<file path="src/rtl/mac_result_collector_pkg.sv">
// Shared MAC result definitions: precision mode encodings, lane geometry and FSM states.
// Also imported by the MAC engine so both ends agree on the packing.
package mac_result_collector_pkg;

    typedef enum logic [1:0] {
        MODE_2B      = 2'b00,
        MODE_4B      = 2'b01,
        MODE_8B      = 2'b10,
        MODE_ILLEGAL = 2'b11
    } mode_e;

    typedef enum logic {
        S_IDLE  = 1'b0,
        S_DRAIN = 1'b1
    } state_e;

    localparam int unsigned DATA_W    = 128;
    localparam int unsigned LANE_W_2B = 8;
    localparam int unsigned LANE_W_4B = 12;
    localparam int unsigned LANE_W_8B = 20;
    localparam int unsigned LANES_2B  = 16;
    localparam int unsigned LANES_4B  = 4;
    localparam int unsigned LANES_8B  = 1;

    // Index of the final lane of a word; the illegal mode is treated as single-lane.
    function automatic logic [3:0] last_lane(input mode_e m);
        case (m)
            MODE_2B: last_lane = 4'(LANES_2B - 1);
            MODE_4B: last_lane = 4'(LANES_4B - 1);
            default: last_lane = 4'(LANES_8B - 1);
        endcase
    endfunction

endpackage

</file>
<file path="src/rtl/mac_result_collector_lane_extract.sv">
// lane_extract: selects one lane from the held result word and sign-extends it to OUT_W.
// With MAC_COLLECTOR_RELU_EN defined, negative lanes are clamped to zero.
module lane_extract
    import mac_result_collector_pkg::*;
#(
    parameter int unsigned OUT_W = 32
) (
    input  logic [DATA_W-1:0] hold_i,
    input  mode_e             mode_i,
    input  logic [3:0]        lane_i,
    output logic [OUT_W-1:0]  data_o
);

    logic [6:0]                  base12;
    logic signed [LANE_W_2B-1:0] lane8;
    logic signed [LANE_W_4B-1:0] lane12;
    logic signed [LANE_W_8B-1:0] lane20;

    always_comb begin
        // 12*lane built as 8*lane + 4*lane to keep the select index 7 bits wide
        base12 = {2'b00, lane_i[1:0], 3'b000} + {3'b000, lane_i[1:0], 2'b00};
        lane8  = hold_i[{lane_i, 3'b000} +: LANE_W_2B];
        lane12 = hold_i[base12 +: LANE_W_4B];
        lane20 = '0;
        case (mode_i)
            MODE_2B: lane20 = LANE_W_8B'(lane8);
            MODE_4B: lane20 = LANE_W_8B'(lane12);
            MODE_8B: lane20 = hold_i[LANE_W_8B-1:0];
            default: lane20 = '0;
        endcase
        data_o = OUT_W'(lane20);
`ifdef MAC_COLLECTOR_RELU_EN
        if (lane20[LANE_W_8B-1]) begin
            data_o = '0;
        end
`endif
    end

endmodule

</file>
<file path="src/rtl/mac_result_collector.sv">
// mac_result_collector: accepts 128-bit MAC result words and streams them out one lane per cycle.
// Optional ReLU clamping of negative lanes is enabled by defining MAC_COLLECTOR_RELU_EN.
module mac_result_collector
    import mac_result_collector_pkg::*;
#(
    parameter int unsigned OUT_W = 32,
    parameter int unsigned CNT_W = 16
) (
    input  logic              clk,
    input  logic              nrst,
    input  logic              in_valid,
    output logic              in_ready,
    input  logic [127:0]      in_data,
    input  logic [1:0]        mode,
    output logic              out_valid,
    input  logic              out_ready,
    output logic [OUT_W-1:0]  out_data,
    output logic [3:0]        out_lane,
    output logic              out_last,
    output logic [CNT_W-1:0]  result_count,
    output logic              mode_err
);

    state_e             state_q, state_d;
    logic [DATA_W-1:0]  hold_q, hold_d;
    mode_e              mode_q, mode_d;
    logic [3:0]         lane_q, lane_d;
    logic [CNT_W-1:0]   count_q, count_d;
    logic               err_q, err_d;

    always_ff @(posedge clk) begin
        if (!nrst) begin
            state_q <= S_IDLE;
            hold_q  <= '0;
            mode_q  <= MODE_8B;
            lane_q  <= '0;
            count_q <= '0;
            err_q   <= 1'b0;
        end else begin
            state_q <= state_d;
            hold_q  <= hold_d;
            mode_q  <= mode_d;
            lane_q  <= lane_d;
            count_q <= count_d;
            err_q   <= err_d;
        end
    end

    always_comb begin
        state_d   = state_q;
        hold_d    = hold_q;
        mode_d    = mode_q;
        lane_d    = lane_q;
        count_d   = count_q;
        err_d     = err_q;
        in_ready  = 1'b0;
        out_valid = 1'b0;
        case (state_q)
            S_IDLE: begin
                in_ready = 1'b1;
                if (in_valid) begin
                    hold_d = in_data;
                    mode_d = mode_e'(mode);
                    lane_d = '0;
                    // Illegal words are latched but never drained or counted
                    if (mode_e'(mode) == MODE_ILLEGAL) begin
                        err_d = 1'b1;
                    end else begin
                        state_d = S_DRAIN;
                        count_d = count_q + CNT_W'(1);
                    end
                end
            end
            S_DRAIN: begin
                out_valid = 1'b1;
                if (out_ready) begin
                    if (out_last) begin
                        state_d = S_IDLE;
                    end else begin
                        lane_d = lane_q + 4'd1;
                    end
                end
            end
            default: state_d = S_IDLE;
        endcase
    end

    assign out_lane     = lane_q;
    assign out_last     = (lane_q == last_lane(mode_q));
    assign result_count = count_q;
    assign mode_err     = err_q;

    lane_extract #(
        .OUT_W(OUT_W)
    ) u_lane_extract (
        .hold_i (hold_q),
        .mode_i (mode_q),
        .lane_i (lane_q),
        .data_o (out_data)
    );

endmodule

</file>
<file path="config.mk">
export PLATFORM = sky130hd
export DESIGN_NAME = mac_result_collector
export DESIGN_NICKNAME = d
export VERILOG_FILES = /design/src/rtl/mac_result_collector_pkg.sv /design/src/rtl/mac_result_collector_lane_extract.sv /design/src/rtl/mac_result_collector.sv
export SDC_FILE = /design/constraint.sdc
export NUM_CORES = 1
export LEC_CHECK = 0
export ABC_AREA = 1
export CELL_PAD_IN_SITES_DETAIL_PLACEMENT = 0
export CELL_PAD_IN_SITES_GLOBAL_PLACEMENT = 1
export CORE_ASPECT_RATIO = 0.9
export CORE_UTILIZATION = 32
export CTS_BUF_LIST = sky130_fd_sc_hd__clkbuf_4 sky130_fd_sc_hd__clkbuf_8
export DETAILED_ROUTE_END_ITERATION = 16
export PLACE_DENSITY_LB_ADDON = 0.1
export SYNTH_ARGS = -nofsm -noshare
export SYNTH_HDL_FRONTEND = slang
export SYNTH_SLANG_ARGS = --single-unit
</file>
<file path="constraint.sdc">
create_clock -name clk -period 2.6 [get_ports clk]
set_input_delay 0.52 -clock clk [delete_from_list [all_inputs] [get_ports clk]]
set_output_delay 0.52 -clock clk [all_outputs]
set_load 0.05 [all_outputs]
</file>
# == Yosys cells after proc, flatten, opt, wreduce, memory -nomap -nowiden ==
# Cells that the tools add are included.
# Widths: inputs -> output; s select.
# totals
word_cells,38
inputBits,134
output_inout_bits,56
register_bits,152
# op_classes
mux,13
n_addsub,3
shift,2
bitwise_logic,2
n_reduce_logical,5
eq_ne,7
# ops
op,count
$shiftx 128x8->12,1
$shiftx 128x8->8,1
$pmux 20 s3,1
$add 16x1->16 const B,1
$pmux 4 s2,2
$mux 4,3
$reduce_and 3->1,3
$add 5x4->6,1
$mux 1,6
$ne 2x2->1 const B,3
$add 4x1->4 const B,1
$eq 2x2->1 const B,2
$eq 4x4->1,1
$eq 2x1->1 const B,1
$logic_not 2->1,1
$not 1->1,2
$pmux 1 s2,1
$reduce_and 2->1,1

# == Longest topological paths before layout ==
# Gate-level depths: netlist of the first run.
# logic_depth
depth_word,6
depth_mapped,13
ltp_nobuf,11

# == By module ==
# From an unflattened synthesis of the first run, not the netlist that was laid out.
# unflattened
cells_unflattened,1436
area_unflattened_um2,8727.1
# by_module_without_submodules
module,area_each_um2,n_inst,cells_each
mac_result_collector,5609.1,1,742
lane_extract,3118.0,1,694

# == Least setup slack after synthesis of the first run ==
# OpenSTA, ideal clock, no wires.
# synth_path
path_kind,reg-to-output
from,reg lane_q[0] (netlist: out_lane[0])
to,out out_data[20]
required_time_ps,2080
arrival_ps,3190
stages_incl_launch_ff,13
setup_slack_ps,-1110
path_cell_list,dfxtp_1 inv_2 buf_6 buf_2 ha_1 buf_2 inv_2 nand3_1 nand3_1 nand3_1 nand3_4 nand3_1 buf_4
# synth_via
elab_chain_cells,3
# synth_lines
element,line,source
from (decl),mac_result_collector.sv:27,"logic [3:0] lane_q, lane_d;"
from (signal assigned),mac_result_collector.sv:43,lane_q <= lane_d;
$add 5x4->6,mac_result_collector_lane_extract.sv:21,"base12 = {2'b00, lane_i[1:0], 3'b000} + {3'b000, lane_i[1:0], 2'b00};"
$shiftx 128x8->12,mac_result_collector_lane_extract.sv:23,lane12 = hold_i[base12 +: LANE_W_4B];
$pmux 20 s3 *,mac_result_collector_lane_extract.sv:25,case (mode_i)
to (decl),mac_result_collector.sv:17,"output logic [OUT_W-1:0] out_data,"
# Mark *: on every way between the ends. The rest lies on a longest branch, timed or not.

# == Worst setup path after layout of the first run ==
# layout_path
from,reg lane_q[0] (netlist: out_lane[0])
to,out out_data[26]
# The elaborated chain is that of the path after synthesis.

==> reports/summary.txt, run 1 <==
Status: complete, but fails checks
Failing checks: setup timing
Top-count cell post-synth: nand2_1
Drt pass-1 iters: 7
IO Pins: 190
Number of fill cells in the layout: 2,724
Layout area overhead: 47.5%
Number of global-route vias before repair: 9,222
Grt peak-use layer: met2
Worst-margin pin slew: 0.551 ns
Yosys cell types: 26
Power per cell area: 505 mW/mm2
Post-Syn Area: 0.00858 mm2
Final-stage net count: 1,723
Worst reg-to-reg path cell count: 10
Cell Rows: 56
Clk buf depth: 2
FF+latch count, synth: 152
Most used DFF post-synth: dfxtp_1
Most used cell, CP: buf_12
Post-DRT Antenna Nets: 0
Dpl cell area: 0.0115 mm2
Total track usage: 24.2%
Drt initial violations: 706
Clock sink total: 152
# DRC: 0
Layout cell share with drive strength beyond 1: 15.8%
Design Area, Final: 0.0127 mm2
Final setup vio count: 32
Chip width: 175 um
Reg clk slew, reported paths: 0.11 ns
Post-synthesis sequential area ratio: 35.5%
I/O Buffers: 189
Routability Congestion: 0.908
Reg-to-reg startpoint: out_lane[0]
Global-route wire length before repair: 51.5 mm
Period utilization: 107%
Pleak: 5.46 nW
Slowest CP cell: dfxtp_4
Crit end category: primary output
Synth warnings: 0
Vias per cell: 5.02
CP cell instances: buf_12 > nand2_1 > nand3_1 > nand3_2 > nand2_2 > o21ai_4 > buf_4 > nand3_4 > buf_12 > buf_12
H-tree depth: 4
Min-Delay Endpoint: result_count[10]
Area of the die: 0.0275 mm2
Cell taking the most area after synthesis: dfxtp_1
Slew margin rel.: 63.2%
Register area: 0.00305 mm2
Worst skew pair latency: 0.48 ns
Diode count: 0
Gr ovfl total: 0
Max Fclk: 358 MHz
CP arrival: 2.27 ns
Total Power: 6.39 mW
Commonest cells post-synth: nand2_1, nand3_1, dfxtp_1
Count of final hold-check violations: 0
Pre-CTS setup slack: 0.0632 ns
Area of the multi-input gates: 0.00511 mm2
Core area: 0.0262 mm2
CTS Buf Count: 17
Max incr delay on CP: 0.40 ns
Starting Density: 32.7%
TritonCTS clock tree: yes
Routed Wire Length: 33.1 mm
Cells after Synth: 1,398
Hold_sp: nrst
Hold Crit Class: in -> reg
R2r setup slk: 0.60 ns
Clock Tree Root: clkbuf_8
Required @ worst endpoint: 2.08 ns
Number of flops mapped to enable cells by yosys: 0
Crit-path max FO: 13
Setup Crit Path Kind: reg -> out
Met1 Usage GRT: 35.4%
Synth top area share: 35.5%
Die Y: 157 um
Met2 Use GR: 36.7%
Largest net degree at the start of global routing: 70
Syn Area/Cell: 6.14 um2
Hold path cells: 3
RSZ-0062 raised after global routing: yes
Fin. max-slew vios: 0
Routing usage on met3: 3.70%
Reg2Reg Capture Point: out_lane[0]
Initial antenna violation count: 1
Wirelength per Cell: 17.0 um
Cts hold-fix bufs: 0
Clock skew: 0.0258 ns
Max-cap violations: 0
Worst setup margin: -0.193 ns
Startpoint class of the critical path: flip-flop
Final Util: 48.3%
WHS: 0.421 ns
HPWL after detailed placement: 23.6 mm
Post-synth ARST share: 0%
Via count: 9,771
Syn Nets: 1,536
Maximum vdd drop: 400 uV
Final critical-path required period: 2.79 ns
Ranking of synthesized cells by area: dfxtp_1, nand3_1, nand2_1, o21ai_0, nor2_1
-- metrics by stage --
step           TNS, ns  cells
6_report         -5.32   1946
5_1_grt          -8.46   1946
4_1_cts          -4.96   1939
3_5_place_dp         0   1883
3_3_place_gp         0   1883
2_1_floorplan    -1.40   1398
-- what timing repair did --
item	in CTS	in global routing
setup buffers	20	3
pin swaps	13	13
cloned	4	4
setup endpoints to repair	32	33
resized for setup	68	32
-- critical path: cells and delay by family, from the launching register on --
kind | cells | cell delay (ns)
AOI/OAI and AO/OA | 1 | 0.21
and+or+nand+nor | 5 | 0.53
buffers and inverters | 4 | 0.65
DFF | 1 | 0.40
-- routing by layer --
metal / part of all wire (%) / vias to the layer above / wire length (um)
met4: 1.7 / 0 / 561
met1: 51 / 4470 / 16800
met3: 5.4 / 37 / 1800
li1: - / 4948 / -
met5: 0 / - / 0
met2: 42 / 316 / 14000
-- area by class of cell --
class	instances	area share (%)
Timing Repair Buffer	273	25.4
Clock buffer	18	1.91
Timing Repair inverter	1	0.0494
Tap cell	348	3.44
Sequential cell	152	24.1
Inverter	110	3.46
Clock inverter	14	1.29
Multi-Input combinational cell	1030	40.4
-- how the worst max path moves through the flow --
stage / startpoint / end / cells after the start
2_1_floorplan: out_lane[0] / out_data[20] / 12
3_3_place_gp: out_lane[0] / out_data[6] / 9
3_5_place_dp: out_lane[0] / out_data[10] / 9
4_1_cts: out_lane[0] / out_data[15] / 10
5_1_grt: out_lane[0] / out_data[21] / 10
6_report: out_lane[0] / out_data[26] / 10
-- layout by cell type (no fill, tap or decap), types with 4 or more instances in the layout --
cell type and instances:
clkdlybuf4s50_1 153, nand3_2 64, clkbuf_8 17, nand3_4 11, nor2_1 144, buf_4 53
a21oi_1 90, nand3_1 210, nand2_1 343, dfxtp_1 148, inv_1 101, buf_8 4
buf_12 50, inv_8 4, buf_6 8, inv_6 5, o21ai_0 141, nand2_2 6
-- cells by family (layout without fill, tap and decap cells) --
| logic type | after synthesis | count (layout) | share of synthesized area (%) |
|---|---|---|---|
| xor+xnor | 3 | 3 | 0.306 |
| compound gates | 236 | 236 | 13.9 |
| flops | 152 | 152 | 35.5 |
| buf+inv | 216 | 416 | 10.8 |
| fa+ha+maj | 4 | 4 | 0.583 |
| simple gates | 787 | 787 | 39.0 |
-- report_power, final --
part           leakage [nW]  total (mW)  internal (mW)  switching [mW]
clock network         0.198        1.95          0.889            1.06
logic                  4.00        1.80          0.806           0.992
registers              1.26        2.65           2.51           0.142
total                  5.46        6.39           4.20            2.19
-- state kept, by name, summed over array words and instances, names as in the netlist --
name / cells
hold_q: 128
result_count: 16
out_lane: 4
mode_q: 2
mode_err: 1
state_q: 1
Note: power is estimated with default switching activity, not from simulation.
==> run 2: changes to the inputs <==
--- a/config.mk
+++ b/config.mk
@@ -9,7 +9,7 @@
 export CELL_PAD_IN_SITES_DETAIL_PLACEMENT = 0
 export CELL_PAD_IN_SITES_GLOBAL_PLACEMENT = 1
 export CORE_ASPECT_RATIO = 0.9
-export CORE_UTILIZATION = 32
+export CORE_UTILIZATION = 36
 export CTS_BUF_LIST = sky130_fd_sc_hd__clkbuf_4 sky130_fd_sc_hd__clkbuf_8
 export DETAILED_ROUTE_END_ITERATION = 16
 export PLACE_DENSITY_LB_ADDON = 0.1
==> constraint.sdc (replaced) <==
create_clock -name clk -period 3.2 [get_ports clk]
set_input_delay 0.64 -clock clk [delete_from_list [all_inputs] [get_ports clk]]
set_output_delay 0.64 -clock clk [all_outputs]
set_load 0.05 [all_outputs]
==> reports/summary.txt, run 2 (synthesis results as in run 1) <==
Status: finished clean
Routability Congestion: 0.880 (-3.1%)
CP cell instances: inv_2 > ha_4 > inv_6 > buf_12 > nand3_1 > nand3_1 > nand3_1 > nand3_1 > nand3_1 > buf_12
Area of the multi-input gates: 0.00464 mm2 (-9.2%)
Layout cell share with drive strength beyond 1: 7.37% (-8.4 points)
Count of final hold-check violations: 0 (unchanged)
RSZ-0062 raised after global routing: no
Worst reg-to-reg path cell count: 8 (-2)
Hold Crit Class: reg -> reg
Final critical-path required period: 3.06 ns
Drt initial violations: 1,093 (+55%)
CP Launch Point: out_lane[0]
Drt pass-1 iters: 7 (unchanged)
Startpoint class of the critical path: flip-flop
Wirelength per Cell: 16.8 um (-1.6%)
Diode count: 0 (unchanged)
WHS: 0.458 ns (+0.0378 ns)
Register area: 0.00305 mm2 (about the same)
Layout area overhead: 34.1%
Largest net degree at the start of global routing: 108 (+54%)
Most used cell, CP: nand3_1
Max Fclk: 327 MHz
Required @ worst endpoint: 2.56 ns (+0.48 ns)
Cell Rows: 53 (-5.4%)
Number of fill cells in the layout: 2,447 (-10%)
Gr ovfl total: 0 (unchanged)
Slowest CP cell: dfxtp_4
Initial antenna violation count: 0 (-1)
Routed Wire Length: 31.0 mm (-6.5%)
Max reg flops: 128 (unchanged)
Clock sink total: 152 (unchanged)
Clock Tree Root: clkbuf_8
Pleak: 4.90 nW (-10%)
Core area: 0.0233 mm2 (-11%)
HPWL after detailed placement: 21.4 mm (-9.3%)
Pre-CTS setup slack: 0.419 ns (+0.355 ns)
Max incr delay on CP: 0.38 ns (-0.02 ns)
Total track usage: 24.7% (+0.55 points)
Post-DRT Antenna Nets: 0 (unchanged)
Critical Path Stages: 10 (unchanged)
CP top delay family: buffers and inverters
Vias per cell: 5.22 (+3.9%)
Reg-to-reg startpoint: state_q
Starting Density: 36.8% (+4.0 points)
Slew margin rel.: 55.6% (-7.6 points)
Reg clk slew, reported paths: 0.09 ns (-0.02 ns)
Reg2Reg Capture Point: result_count[10]
IO Pins: 190 (unchanged)
Crit path buffers/inverters: 4 (unchanged)
Final-stage net count: 1,671 (-3.0%)
Crit-path max FO: 25 (+12)
Worst setup margin: 0.145 ns (+0.338 ns)
Clk buf depth: 2 (unchanged)
Clock skew: 0.00951 ns (-0.0162 ns)
CP arrival: 2.42 ns (+0.15 ns)
Fin. max-slew vios: 0 (unchanged)
Design Area, Final: 0.0115 mm2 (-9.1%)
TritonCTS clock tree: yes
Area of the die: 0.0245 mm2 (-11%)
R2r setup slk: 1.37 ns (+0.77 ns)
Number of global-route vias before repair: 8,743 (-5.2%)
Setup Crit Path Kind: reg -> out
Setup TNS Final: 0 ns (+5.32 ns)
CTS Buf Count: 17 (unchanged)
Setup crit end: out_data[8]
Biggest register: hold_q
Maximum vdd drop: 243 uV (-39%)
Worst skew pair latency: 0.46 ns (-0.02 ns)
Power per cell area: 433 mW/mm2 (-14%)
# DRC: 0 (unchanged)
Chip width: 165 um (-5.7%)
Max-cap violations: 0 (unchanged)
Most frequent cells in the layout: nand2_1, nand3_1, clkdlybuf4s50_1
Period utilization: 95.5%
Worst-margin pin slew: 0.666 ns (+0.115 ns)
Dpl cell area: 0.0110 mm2 (-4.4%)
Cts hold-fix bufs: 0 (unchanged)
I/O Buffers: 189 (unchanged)
Final setup vio count: 0 (-100%)
Global-route wire length before repair: 47.3 mm (-8.2%)
Commonest non-fill, non-tap cell in the layout: nand2_1
Crit end category: primary output
H-tree depth: 4 (unchanged)
Via count: 9,643 (-1.3%)
Die Y: 148 um (-5.6%)
Total Power: 4.99 mW (-22%)
-- run 2: cell count changes in the layout (fill, tap and decap cells not counted), moves of 3 or more --
cell	change
buf_12	-13
nand2_1	+6
buf_6	-7
inv_8	-3
nand3_4	-9
nand3_2	-64
nand2_2	-6
nand3_1	+73
buf_8	-3
buf_4	-31
-- run 2: how the worst min path moves through the flow --
stage / start / to / slack [ns] / cells past startpoint
6_report: hold_q[95] / hold_q[95] / 0.46 / 2
5_1_grt: hold_q[81] / hold_q[81] / 0.47 / 2
4_1_cts: hold_q[82] / hold_q[82] / 0.46 / 2
3_5_place_dp: hold_q[82] / hold_q[82] / 0.45 / 2
3_3_place_gp: hold_q[81] / hold_q[81] / 0.44 / 2
2_1_floorplan: hold_q[117] / hold_q[117] / 0.43 / 2
-- run 2: through the flow --
stage | util (%) | instances
floorplan | - | 1398
global placement | 47.0 | 1811
detailed placement | 47.0 | 1811
CTS | 48.7 | 1843
global route | 49.3 | 1848
finish | 49.3 | 1848
-- run 2: repair_timing --
action                     in CTS  in global routing
resized for setup               1                 17
pin swaps                       0                  1
setup endpoints to repair      18                 31
cloned                          0                  4
buffers inserted                0                  1
-- run 2: area by class of cell --
class / count / share of cell area, %
Multi-Input combinational cell: 1030 / 40.4
Sequential cell: 152 / 26.5
Timing Repair Buffer: 221 / 22.7
Inverter: 110 / 3.73
Tap cell: 302 / 3.28
Clock buffer: 19 / 2.22
Clock inverter: 13 / 1.16
Timing Repair inverter: 1 / 0.0435
-- run 2: worst reg2reg max path, stage by stage, from the launching register on --
cell     delay, ns
dfxtp_1       0.37
nor2_4        0.24
nand2_1       0.30
nor2_1        0.31
nand3_1       0.17
nor2_1        0.16
nand3_1       0.08
nand2_1       0.06
nor2_1        0.04
-- run 2: layer usage --
layer  GRT usage [%]  vias to the layer above  wire length (um)
met3            4.02                       40              2280
met4            6.88                        0               570
li1                -                     4829                 -
met5               0                        -                 0
met1            37.7                     4388             15200
met2            35.3                      386             12900
-- run 2: power breakdown --
part	total (mW)	switching [mW]	internal (mW)
logic	1.34	0.762	0.576
registers	2.14	0.103	2.04
clock network	1.51	0.841	0.665
total	4.99	1.71	3.28
==> run 3: changes to the inputs <==
--- a/config.mk
+++ b/config.mk
@@ -6,13 +6,14 @@
 export NUM_CORES = 1
 export LEC_CHECK = 0
 export ABC_AREA = 1
+export ABC_CLOCK_PERIOD_IN_PS = 3200
 export CELL_PAD_IN_SITES_DETAIL_PLACEMENT = 0
 export CELL_PAD_IN_SITES_GLOBAL_PLACEMENT = 1
 export CORE_ASPECT_RATIO = 0.9
 export CORE_UTILIZATION = 36
 export CTS_BUF_LIST = sky130_fd_sc_hd__clkbuf_4 sky130_fd_sc_hd__clkbuf_8
 export DETAILED_ROUTE_END_ITERATION = 16
-export PLACE_DENSITY_LB_ADDON = 0.1
+export PLACE_DENSITY = 0.81
 export SYNTH_ARGS = -nofsm -noshare
 export SYNTH_HDL_FRONTEND = slang
 export SYNTH_SLANG_ARGS = --single-unit
==> reports/summary.txt, run 3 (synthesis results as in run 1) <==
Status: finished clean
Clock skew: 0.00977 ns (+0.000264 ns)
Routing usage on met3: 4.94% (+0.92 points)
Design Area, Final: 0.0116 mm2 (+0.51%)
Wirelength per Cell: 17.1 um (+2.0%)
Routed Wire Length: 31.6 mm (+2.1%)
Maximum vdd drop: 239 uV (-1.7%)
Final critical-path required period: 3.12 ns (+0.0681 ns)
Clock Tree Root: clkbuf_8
Startpoint class of the critical path: flip-flop
CTS Buf Count: 17 (unchanged)
Vias per cell: 5.26 (+0.72%)
Required @ worst endpoint: 2.56 ns (about the same)
HPWL after detailed placement: 21.3 mm (-0.66%)
Core area: 0.0233 mm2 (unchanged)
Commonest non-fill, non-tap cell in the layout: nand2_1
CP top delay family: simple AND/OR/NAND/NOR gates
Routability Congestion: 0.891 (+1.3%)
Power per cell area: 435 mW/mm2 (+0.32%)
Pleak: 4.94 nW (+0.87%)
Global-route wire length before repair: 46.7 mm (-1.2%)
Most used cell, CP: buf_12
CP cell instances: inv_2 > ha_4 > buf_12 > nand3_1 > nand3_1 > nand3_2 > nand3_4 > nand3_4 > buf_12 > buf_12
Slew margin rel.: 53.0% (-2.5 points)
H-tree depth: 4 (unchanged)
Dpl cell area: 0.0110 mm2 (about the same)
Reg clk slew, reported paths: 0.10 ns (about the same)
Die Y: 148 um (unchanged)
Crit end category: primary output
WHS: 0.452 ns (-0.00607 ns)
Hold Crit Class: reg -> reg
Chip width: 165 um (unchanged)
Gr ovfl total: 0 (unchanged)
Largest net degree at the start of global routing: 108 (unchanged)
Drt pass-1 iters: 5 (-2)
Max-cap violations: 0 (unchanged)
IO Pins: 190 (unchanged)
Initial antenna violation count: 0 (unchanged)
Layout cell share with drive strength beyond 1: 7.56% (+0.18 points)
Worst-margin pin slew: 0.702 ns (+0.0354 ns)
Met1 Usage GRT: 36.7% (-0.93 points)
Crit path buffers/inverters: 4 (unchanged)
Total track usage: 24.5% (-0.19 points)
Grt peak-use layer: met1
Cts hold-fix bufs: 0 (unchanged)
Clock sink total: 152 (unchanged)
Diode count: 0 (unchanged)
Layout area overhead: 34.8%
Post-DRT Antenna Nets: 0 (unchanged)
Final Util: 49.5% (+0.25 points)
Number of global-route vias before repair: 8,612 (-1.5%)
Total Power: 5.03 mW (+0.83%)
# DRC: 0 (unchanged)
Final setup vio count: 0 (unchanged)
Worst skew pair latency: 0.47 ns (about the same)
Count of final hold-check violations: 0 (unchanged)
I/O Buffers: 189 (unchanged)
Period utilization: 97.6% (+2.1 points)
Setup Crit Path Kind: reg -> out
Starting Density: 36.8% (unchanged)
Most frequent cells in the layout: nand2_1, nand3_1, clkdlybuf4s50_1
CP arrival: 2.48 ns (+0.06 ns)
Area of the die: 0.0245 mm2 (unchanged)
TritonCTS clock tree: yes
Crit-path max FO: 22 (-12%)
Final-stage net count: 1,673 (+0.12%)
Max reg flops: 128 (unchanged)
Drt initial violations: 924 (-15%)
Biggest register: hold_q
Cell Rows: 53 (unchanged)
Setup TNS Final: 0 ns (unchanged)
Clk buf depth: 2 (unchanged)
Via count: 9,723 (+0.83%)
Max Fclk: 320 MHz (-2.2%)
Slowest CP cell: dfxtp_4
Fin. max-slew vios: 0 (unchanged)
Max incr delay on CP: 0.41 ns (+0.03 ns)
Met2 Use GR: 35.8% (+0.48 points)
## run 3: changes by cell type in the layout (fill, tap and decap cells not counted), sizes merged
cell,change
buf,+1
clkinv,+2
clkinvlp,-5
inv,+3
nand3,+1
## run 3: metrics by stage
stage	setup slack, ns	cells
after floorplan	0.0327	1398
after global placement	0.460	1812
after detailed placement	0.446	1812
after CTS	-0.00150	1844
after global routing	-0.00421	1850
final	0.0767	1850
## run 3: worst min-delay path, stage by stage (launching register included)
cell	delay (ns)
dfxtp_1	0.30
inv_1	0.06
a21oi_1	0.05
## run 3: layer usage
layer / part of all wire [%] / vias up
met5: 0 / -
met3: 8.1 / 39
met2: 42 / 430
met1: 48 / 4412
li1: - / 4842
met4: 1.5 / 0
## run 3: worst paths after layout
check / slack, ns / to / startpoint / cells after the start
worst min-delay path: 0.45 / hold_q[109] / hold_q[109] / 2
worst min register to register: 0.45 / hold_q[109] / hold_q[109] / 2
worst max-delay path: 0.08 / out_data[29] / out_lane[0] / 10
worst max register to register: 1.44 / out_lane[3] / mode_q[1] / 8
## run 3: area by class of cell
type,instances,area [um2]
Fill cell,2449,11800
Multi-Input combinational cell,1031,4670
Sequential cell,152,3050
Timing Repair Buffer,223,2640
Inverter,110,428
Tap cell,302,378
Clock buffer,18,248
Clock inverter,14,155
## run 3: what timing repair did
action | 4_1_cts | 5_1_grt
gates cloned | 0 | 5
pin swaps | 0 | 2
resized for setup | 1 | 22
setup buffers | 0 | 1
setup endpoints to repair | 17 | 30
## run 3: report_power, final
part           switching [mW]  leakage, nW  internal [mW]
Combinational           0.775         3.48          0.578
Sequential              0.102         1.26           2.04
Clock                   0.861        0.208          0.672
Total                    1.74         4.94           3.29
